<file path="src/rtl/fetch_stage.sv">
// Instruction-fetch stage: issues one imem request at a time from the PC, loads IF/ID,
// and advances the PC once per accepted instruction; stalls buffer an early response, flushes drop work.
module fetch_stage #(
    parameter int                     ADDR_WIDTH  = 32,
    parameter int                     INSTR_WIDTH = 32,
    parameter logic [INSTR_WIDTH-1:0] NOP_INSTR   = '0
) (
    input  logic                   clock,
    input  logic                   reset,
    input  logic [ADDR_WIDTH-1:0]  pc,
    output logic                   pc_write,
    output logic                   imem_req,
    output logic [ADDR_WIDTH-1:0]  imem_addr,
    input  logic                   imem_ack,
    input  logic [INSTR_WIDTH-1:0] imem_rdata,
    input  logic                   stall,
    input  logic                   flush,
    output logic                   if_id_valid,
    output logic [INSTR_WIDTH-1:0] if_id_instr,
    output logic [ADDR_WIDTH-1:0]  if_id_pc,
    output logic [ADDR_WIDTH-1:0]  if_id_pc_plus1
);

    typedef enum logic [1:0] {
        S_IDLE,
        S_REQ,
        S_HOLD,
        S_DROP
    } state_t;

    localparam logic [ADDR_WIDTH-1:0] ADDR_ONE = ADDR_WIDTH'(1);

    state_t                  r_state;
    logic                    r_imem_req;
    logic [ADDR_WIDTH-1:0]   r_imem_addr;
    logic [INSTR_WIDTH-1:0]  r_buffer;
    logic                    r_if_valid;
    logic [INSTR_WIDTH-1:0]  r_if_instr;
    logic [ADDR_WIDTH-1:0]   r_if_pc;
    logic [ADDR_WIDTH-1:0]   r_if_pc_plus1;

    state_t                  w_state_next;
    logic                    w_imem_req_next;
    logic [ADDR_WIDTH-1:0]   w_imem_addr_next;
    logic [INSTR_WIDTH-1:0]  w_buffer_next;
    logic                    w_load;
    logic [INSTR_WIDTH-1:0]  w_load_instr;
    logic                    w_if_valid_next;
    logic [INSTR_WIDTH-1:0]  w_if_instr_next;
    logic [ADDR_WIDTH-1:0]   w_if_pc_next;
    logic [ADDR_WIDTH-1:0]   w_if_pc_plus1_next;

    always_comb begin
        // NOTE: every signal gets a default before the case so no path leaves it unassigned (no latch).
        w_state_next     = r_state;
        w_imem_req_next  = r_imem_req;
        w_imem_addr_next = r_imem_addr;
        w_buffer_next    = r_buffer;
        w_load           = 1'b0;
        w_load_instr     = imem_rdata;

        unique case (r_state)
            S_IDLE: begin
                w_imem_req_next  = 1'b1;
                w_imem_addr_next = pc;
                w_state_next     = S_REQ;
            end
            S_REQ: begin
                if (imem_ack) begin
                    if (flush) begin
                        w_imem_req_next = 1'b0;
                        w_state_next    = S_IDLE;
                    end else if (!stall) begin
                        w_load           = 1'b1;
                        // pc+1 is the value the PC register takes at this same edge.
                        w_imem_addr_next = pc + ADDR_ONE;
                    end else begin
                        w_buffer_next   = imem_rdata;
                        w_imem_req_next = 1'b0;
                        w_state_next    = S_HOLD;
                    end
                end else if (flush) begin
                    w_state_next = S_DROP;
                end
            end
            S_HOLD: begin
                if (flush) begin
                    w_state_next = S_IDLE;
                end else if (!stall) begin
                    w_load           = 1'b1;
                    w_load_instr     = r_buffer;
                    w_imem_req_next  = 1'b1;
                    w_imem_addr_next = pc + ADDR_ONE;
                    w_state_next     = S_REQ;
                end
            end
            S_DROP: begin
                if (imem_ack) begin
                    w_imem_req_next = 1'b0;
                    w_state_next    = S_IDLE;
                end
            end
            default: w_state_next = S_IDLE;
        endcase

        w_if_valid_next    = r_if_valid;
        w_if_instr_next    = r_if_instr;
        w_if_pc_next       = r_if_pc;
        w_if_pc_plus1_next = r_if_pc_plus1;
        if (w_load) begin
            w_if_valid_next    = 1'b1;
            w_if_instr_next    = w_load_instr;
            w_if_pc_next       = r_imem_addr;
            w_if_pc_plus1_next = r_imem_addr + ADDR_ONE;
        end else if (flush || !stall) begin
            // Flush kills and an un-stalled empty cycle bubbles; both keep the pc fields.
            w_if_valid_next = 1'b0;
            w_if_instr_next = NOP_INSTR;
        end
    end

    // NOTE: sequential state uses non-blocking assignments so every register samples pre-edge values.
    always_ff @(posedge clock) begin
        if (reset) begin
            r_state       <= S_IDLE;
            r_imem_req    <= 1'b0;
            r_imem_addr   <= '0;
            r_buffer      <= NOP_INSTR;
            r_if_valid    <= 1'b0;
            r_if_instr    <= NOP_INSTR;
            r_if_pc       <= '0;
            r_if_pc_plus1 <= '0;
        end else begin
            r_state       <= w_state_next;
            r_imem_req    <= w_imem_req_next;
            r_imem_addr   <= w_imem_addr_next;
            r_buffer      <= w_buffer_next;
            r_if_valid    <= w_if_valid_next;
            r_if_instr    <= w_if_instr_next;
            r_if_pc       <= w_if_pc_next;
            r_if_pc_plus1 <= w_if_pc_plus1_next;
        end
    end

    assign pc_write       = w_load;
    assign imem_req       = r_imem_req;
    assign imem_addr      = r_imem_addr;
    assign if_id_valid    = r_if_valid;
    assign if_id_instr    = r_if_instr;
    assign if_id_pc       = r_if_pc;
    assign if_id_pc_plus1 = r_if_pc_plus1;

endmodule

</file>
<file path="config.mk">
export PLATFORM = sky130hd
export DESIGN_NAME = fetch_stage
export DESIGN_NICKNAME = d
export VERILOG_FILES = /design/src/rtl/fetch_stage.sv
export SDC_FILE = /design/constraint.sdc
export NUM_CORES = 1
export LEC_CHECK = 0
export BUFFER_PORTS_ARGS = -buffer_cell sky130_fd_sc_hd__buf_2
export CAP_MARGIN = 25
export CORE_UTILIZATION = 40
export DETAILED_ROUTE_END_ITERATION = 8
export PLACE_DENSITY = 0.68
export SETUP_SLACK_MARGIN = 0.4
export SYNTH_ARGS = -nofsm -noshare
export SYNTH_HDL_FRONTEND = slang
export SYNTH_SLANG_ARGS = --single-unit
</file>
<file path="constraint.sdc">
create_clock -name clock -period 2.86 [get_ports clock]
set_clock_uncertainty 0.05 [all_clocks]
set_input_delay 0.429 -clock clock [delete_from_list [all_inputs] [get_ports clock]]
set_output_delay 0.429 -clock clock [all_outputs]
set_load 0.01 [all_outputs]
</file>
==> results.cfg, run 1 <==
[grt]
track_usage = 0.222
grt_pass1_vias = 6154
grt-ovfl-total = 0
grt_max_degree = 77
grt_pass1_wl_um = 32400
antenna_found_initial = 2

[logic_synthesis]
synth.mux.area_fraction = 0.0518
synth_top_area_frac = 0.447
synth_xor_xnor_area_share = 0.0585
synth_cell_types = 46
yosysSeqAreaShare = 0.447
yosys.area_share.simple = 0.229
syn_area_um2 = 7340
synthTopCellsByArea = dfxtp_1 (45%), nand2_1 (8.1%), nor2_1 (5.8%)
syn_nets = 960
synth_compound_area_frac = 0.159
synth_top_family_by_area = simple AND/OR/NAND/NOR gates
synthesis.yosys.warnings = 0
post_synth.cell_area_avg_um2 = 8.30
async_reset_ff_frac = 0
syn_inst = 884
synth-seq-cells = 164
synth_edf_count = 0
synth-adder-area-share = 0.0119
ys.flop_type = dfxtp_1
synth_largest_area_cell = dfxtp_1

[floorplan]
core_um2 = 18000
fp.dieW_um = 137
die_h_um = 137
dieArea_um2 = 18900
rows = 49
initial_utilization = 0.409
num_io_pins = 200

[finish]
nNetsFinal = 1136
seq_area_um2 = 3280
post-route-util = 0.513
syn_to_final_growth_pct = 25.6
drive_gt1_frac = 0.276
filler_cell_count = 1774
multi_input_area_um2 = 3780
fin_area_um2 = 9220

[critical_path]
crit_path_start = r_state[0]
r2r-end = if_id_pc_plus1[30]
path_max_fanout = 11
critical-path-top-delay-family = buffers and inverters
cpPeakStageDelay_ns = 0.41
cpMaxStageDelayCell = dfxtp_1
critPathBufInv = 4
r2r_setup_slack_ns = 0.52
crit_type = reg2out
crit_path_end_kind = output port
path_depth = 6
cp.required_ns = 2.38
worstSetupStartpointType = register
r2r_cells = 5
worstPathArrival_ns = 1.87
cp-endpoint = pc_write
crit_chain = inv_1 -> ha_1 -> buf_4 -> nand3_4 -> inv_8 -> buf_2
r2r-start = imem_addr[6]

[power]
p_int_mw = 4.14
p_total_mw = 5.79
p_sw_mw = 1.65
p_leak_nw = 3.71
seqPwrFrac = 0.446
switching_share = 0.285
peakVddDrop_uv = 421
power_frac_comb = 0.141
power.share.clock = 0.413
power_density_nw_per_um2 = 628

[placement]
io_buffers = 199
dp_hpwl_um = 14600
globalplace.congestion = 0.817
dpl_cell_area_um2 = 8540

[route]
post_drt_wl_per_cell_um = 16.2
wl_met3_um = 1220
met2WireLength_um = 9830
route.top_layer_used = met5
drt-total-wl_um = 21200
drt-initial-drc-count = 571
drtAntennaViolNets = 0
avgViaCountPerCell = 5.33
wl_met1_um = 9670
first_pass_iters = 5
num_vias = 6944
drc_errors = 0

[clocking]
cts_tree = built
cts_made_buffers = 17
root_buffer = clkbuf_16
cts_sinks = 164
path_clk_slew_ns = 0.07
clk_latency_ns = 0.43
ctsHoldBuffers = 0
cts_max_level = 4
clk_path_buf_depth = 2

[hold_path]
hp-class = in2reg

[timing]
relSlewSlack = 0.466
fin_crit_sh = 0.820
clock.fmax_ghz = 0.426
hold_viol = 0
finalSetupViolCount = 0
post-route-min-period_ns = 2.35
worstMarginPinSlew_ns = 0.801
rsz0062_at_grt = no
tns_ns = 0
drv_slew = 0

[outcome]
status = complete, no violations

[job]
maxCapViolCount = 0
-- kinds of logic after synthesis --
kind of cell               after synthesis
AOI/OAI and AO/OA                      178
and+or+nand+nor                        374
adders and majority gates                7
muxes                                   34
xor gates and xnor gates                49
buffers and inverters                   78
DFF                                    164
-- worst min-delay path by stage --
stage | start | end | cells past startpoint
finish | imem_rdata[25] | r_buffer[25] | 3
global route | imem_rdata[12] | r_buffer[12] | 3
CTS | imem_rdata[22] | r_buffer[22] | 3
detailed placement | if_id_pc[14] | if_id_pc[14] | 2
global placement | r_buffer[29] | r_buffer[29] | 2
floorplan | r_buffer[12] | r_buffer[12] | 2
-- power groups by stage --
stage | Clock (mW) | Combinational (mW) | Sequential (mW)
6_report | 2.39 | 0.819 | 2.58
5_1_grt | 2.52 | 0.903 | 2.60
4_1_cts | 2.43 | 0.818 | 2.58
3_5_place_dp | 0 | 0.808 | 2.63
3_3_place_gp | 0 | 0.797 | 2.63
2_1_floorplan | 0 | 0.448 | 2.62
-- repair_timing --
action                     CTS  global route
cloned                       2             0
hold endpoints to repair     0             0
setup buffers                0             2
resized for setup            3             5
pin swaps                    0             1
setup endpoints to repair    1            11
-- flip-flops by register name, indices dropped and copies added (netlist names) --
register        count
if_id_instr        32
if_id_pc           32
if_id_pc_plus1     32
imem_addr          32
r_buffer           32
r_state             2
if_id_valid         1
imem_req            1
-- stage by stage --
stage / cells / setup slack [ns] / hold slack (ns)
after detailed placement: 1266 / 0.470 / 0.393
after global routing: 1303 / 0.403 / 0.196
after floorplan: 884 / 0.479 / 0.383
after CTS: 1300 / 0.451 / 0.178
after global placement: 1266 / 0.514 / 0.388
final: 1304 / 0.514 / 0.194
-- final cells by class --
type	count	area share
multi-input cells	642	0.410
flip-flops and latches	164	0.356
repair buffers	223	0.130
clock buffers	18	0.0476
well taps	229	0.0311
clock inverters	14	0.0191
inverters	10	0.00488
repair inverters	2	0.00136
diodes	2	0.000543
-- routing by layer --
layer  vias up  track usage
li1       3443            -
met3        36       0.0453
met2       218        0.345
met4         2       0.0861
met5         -            0
met1      3245        0.300
-- worst min-delay path: stages --
cell and delay, ns:
buf_2 0.10, nand2_1 0.05, a21oi_1 0.05
-- synth_stat cells, types with 3 or more instances --
cell type,n
a2111oi_0,4
a211oi_1,51
a21oi_1,71
a22oi_1,34
a311o_1,4
a311oi_1,4
and2_1,3
and3_1,12
and4_1,5
buf_1,6
buf_2,8
clkbuf_1,52
dfxtp_1,164
ha_1,7
inv_1,10
mux2_1,9
mux2_2,23
nand2_1,159
nand3_1,30
nand4_1,18
nor2_1,114
nor3_1,10
nor4_1,6
o21ai_0,5
or3_1,3
xnor2_1,24
xor2_1,25
-- cells in the final DEF, fill, tap and decap left out, drive strengths merged, types with 6 or more instances in the layout --
master / Yosys / final
a211oi: 51 / 51
a21oi: 71 / 71
a22oi: 34 / 34
and3: 12 / 12
and4: 6 / 6
buf: 15 / 223
clkbuf: 53 / 18
clkinv: 0 / 6
dfxtp: 164 / 164
ha: 7 / 7
inv: 10 / 15
mux2: 32 / 32
nand2: 160 / 160
nand3: 30 / 30
nand4: 20 / 20
nor2: 114 / 114
nor3: 10 / 10
nor4: 9 / 9
xnor2: 24 / 24
xor2: 25 / 25
Note: power is estimated with default switching activity, not from simulation.
==> run 2: changes to the inputs <==
Settings changed: PLACE_DENSITY 0.68 to 0.7.
Clock period 2.86 ns to 2 ns, I/O delays scaled along.
==> run 2 against run 1 <==
Effect of this change:
- global-route usage grew 1.9 points
- design area increased by 20%
- final cell count up 6.4%
- sequential power grew 39%
- first-iteration DRC count is 6.5% higher
- critical path depth increased by 3
- highest routed layer is now met4
==> results.cfg, run 2 (synthesis results as in run 1) <==
[outcome]
status = complete, no violations

[placement]
globalplace.congestion = 0.864
dp_hpwl_um = 15200
io_buffers = 199
placedCellCount = 1315

[timing]
rsz0062_at_grt = yes
hold-worst-slack_ns = 0.0610
tns_ns = 0
fin_crit_sh = 0.988
worstMarginPinSlew_ns = 0.566
post-route-min-period_ns = 1.98
hold_viol = 0
clock.fmax_ghz = 0.506
finalSetupViolCount = 0
drv_slew = 0
relSlewSlack = 0.622

[hold_path]
hold_start = imem_rdata[21]
hp-class = in2reg

[route]
num_vias = 7616
drt-total-wl_um = 25000
drt-initial-drc-count = 608
post_drt_wl_per_cell_um = 18.0
drtAntennaViolNets = 0
first_pass_iters = 5
avgViaCountPerCell = 5.49
drc_errors = 0

[floorplan]
fp.dieW_um = 137
rows = 49
initial_utilization = 0.409
die_h_um = 137
dieArea_um2 = 18900
num_io_pins = 200
core_um2 = 18000

[critical_path]
path_max_fanout = 7
worstSetupStartpointType = register
crit_path_start = r_state[1]
crit_type = reg2reg
cp.required_ns = 2.30
r2r-start = r_state[1]
worstPathArrival_ns = 2.27
crit_path_end_kind = register

[clocking]
path_clk_slew_ns = 0.07
cts_max_level = 4
cts_tree = built
clk_path_buf_depth = 2
clk_latency_ns = 0.43
ctsHoldBuffers = 0
cts_sinks = 164
cts_made_buffers = 17
root_buffer = clkbuf_16

[finish]
instances_no_fill = 1388
diodes = 0
syn_to_final_growth_pct = 51.3
drive_gt1_frac = 0.438
layout_commonest_cell = buf_2
layout_common_cells = buf_2 (197), dfxtp_1 (157), nand2_1 (153)
nNetsFinal = 1222

[grt]
track_usage = 0.240
grt_pass1_vias = 6440
grt-ovfl-total = 0
grt_pass1_wl_um = 34600
grt_max_degree = 88
antenna_found_initial = 0

[power]
power_density_nw_per_um2 = 812
p_leak_nw = 4.57
peakVddDrop_uv = 539

[job]
maxCapViolCount = 0
==> run 2: cell type report <==
type                    count  area [µm²]
clock buffers              17         425
clock inverters            15         216
fillers                  1467        6860
inverters                  10        45.0
multi-input cells         642        4460
flip-flops and latches    164        3290
well taps                 229         287
repair buffers            311        2380
==> run 2: power breakdown <==
group          leakage [nW]  switching, mW  total, mW  internal [mW]
Clock                 0.319           1.46       3.60           2.13
Combinational          2.92           1.03       1.83          0.798
Sequential             1.33          0.149       3.59           3.44
Total                  4.57           2.65       9.02           6.37
==> run 2: critical path: stages (launching register included) <==
cell	delay, ns
dfxtp_2	0.35
inv_4	0.05
ha_4	0.26
buf_6	0.12
and4_4	0.21
nand4_1	0.10
buf_6	0.18
nor3_4	0.22
xnor2_2	0.11
a211oi_2	0.24
==> run 2: routing by layer <==
metal  routed length [µm]  GRT usage  share of wire  vias to the layer above
met4                  451     0.0763          0.018                        0
li1                     -          -              -                     3622
met1                11100      0.332           0.44                     3665
met3                 1510     0.0489          0.060                       34
met5                    0          0              0                        -
met2                11900      0.372           0.48                      295
==> run 2: path summary, 6_finish.rpt <==
kind	to	slack (ns)	cells past startpoint
min reg2reg	if_id_pc[15]	0.40	2
max	imem_addr[20]	0.02	9
max reg2reg	imem_addr[20]	0.02	9
min	r_buffer[21]	0.06	3
==> run 2: stage by stage <==
step                setup slack [ns]   util  power (mW)  area [µm²]
finish                        0.0240  0.618        9.02       11100
global route                 -0.0479  0.618        9.32       11100
CTS                           0.0892  0.575        8.82       10300
detailed placement           -0.0762  0.504        5.11        9060
global placement             -0.0281  0.504        5.09        9060
floorplan                     -0.217      -        4.48        7560
==> run 2: repair_timing <==
| item | CTS | global route |
|---|---|---|
| pin swaps | 18 | 28 |
| endpoints found under the setup margin | 163 | 163 |
| gates cloned | 8 | 6 |
| gates resized for setup | 55 | 127 |
| buffers inserted | 16 | 11 |
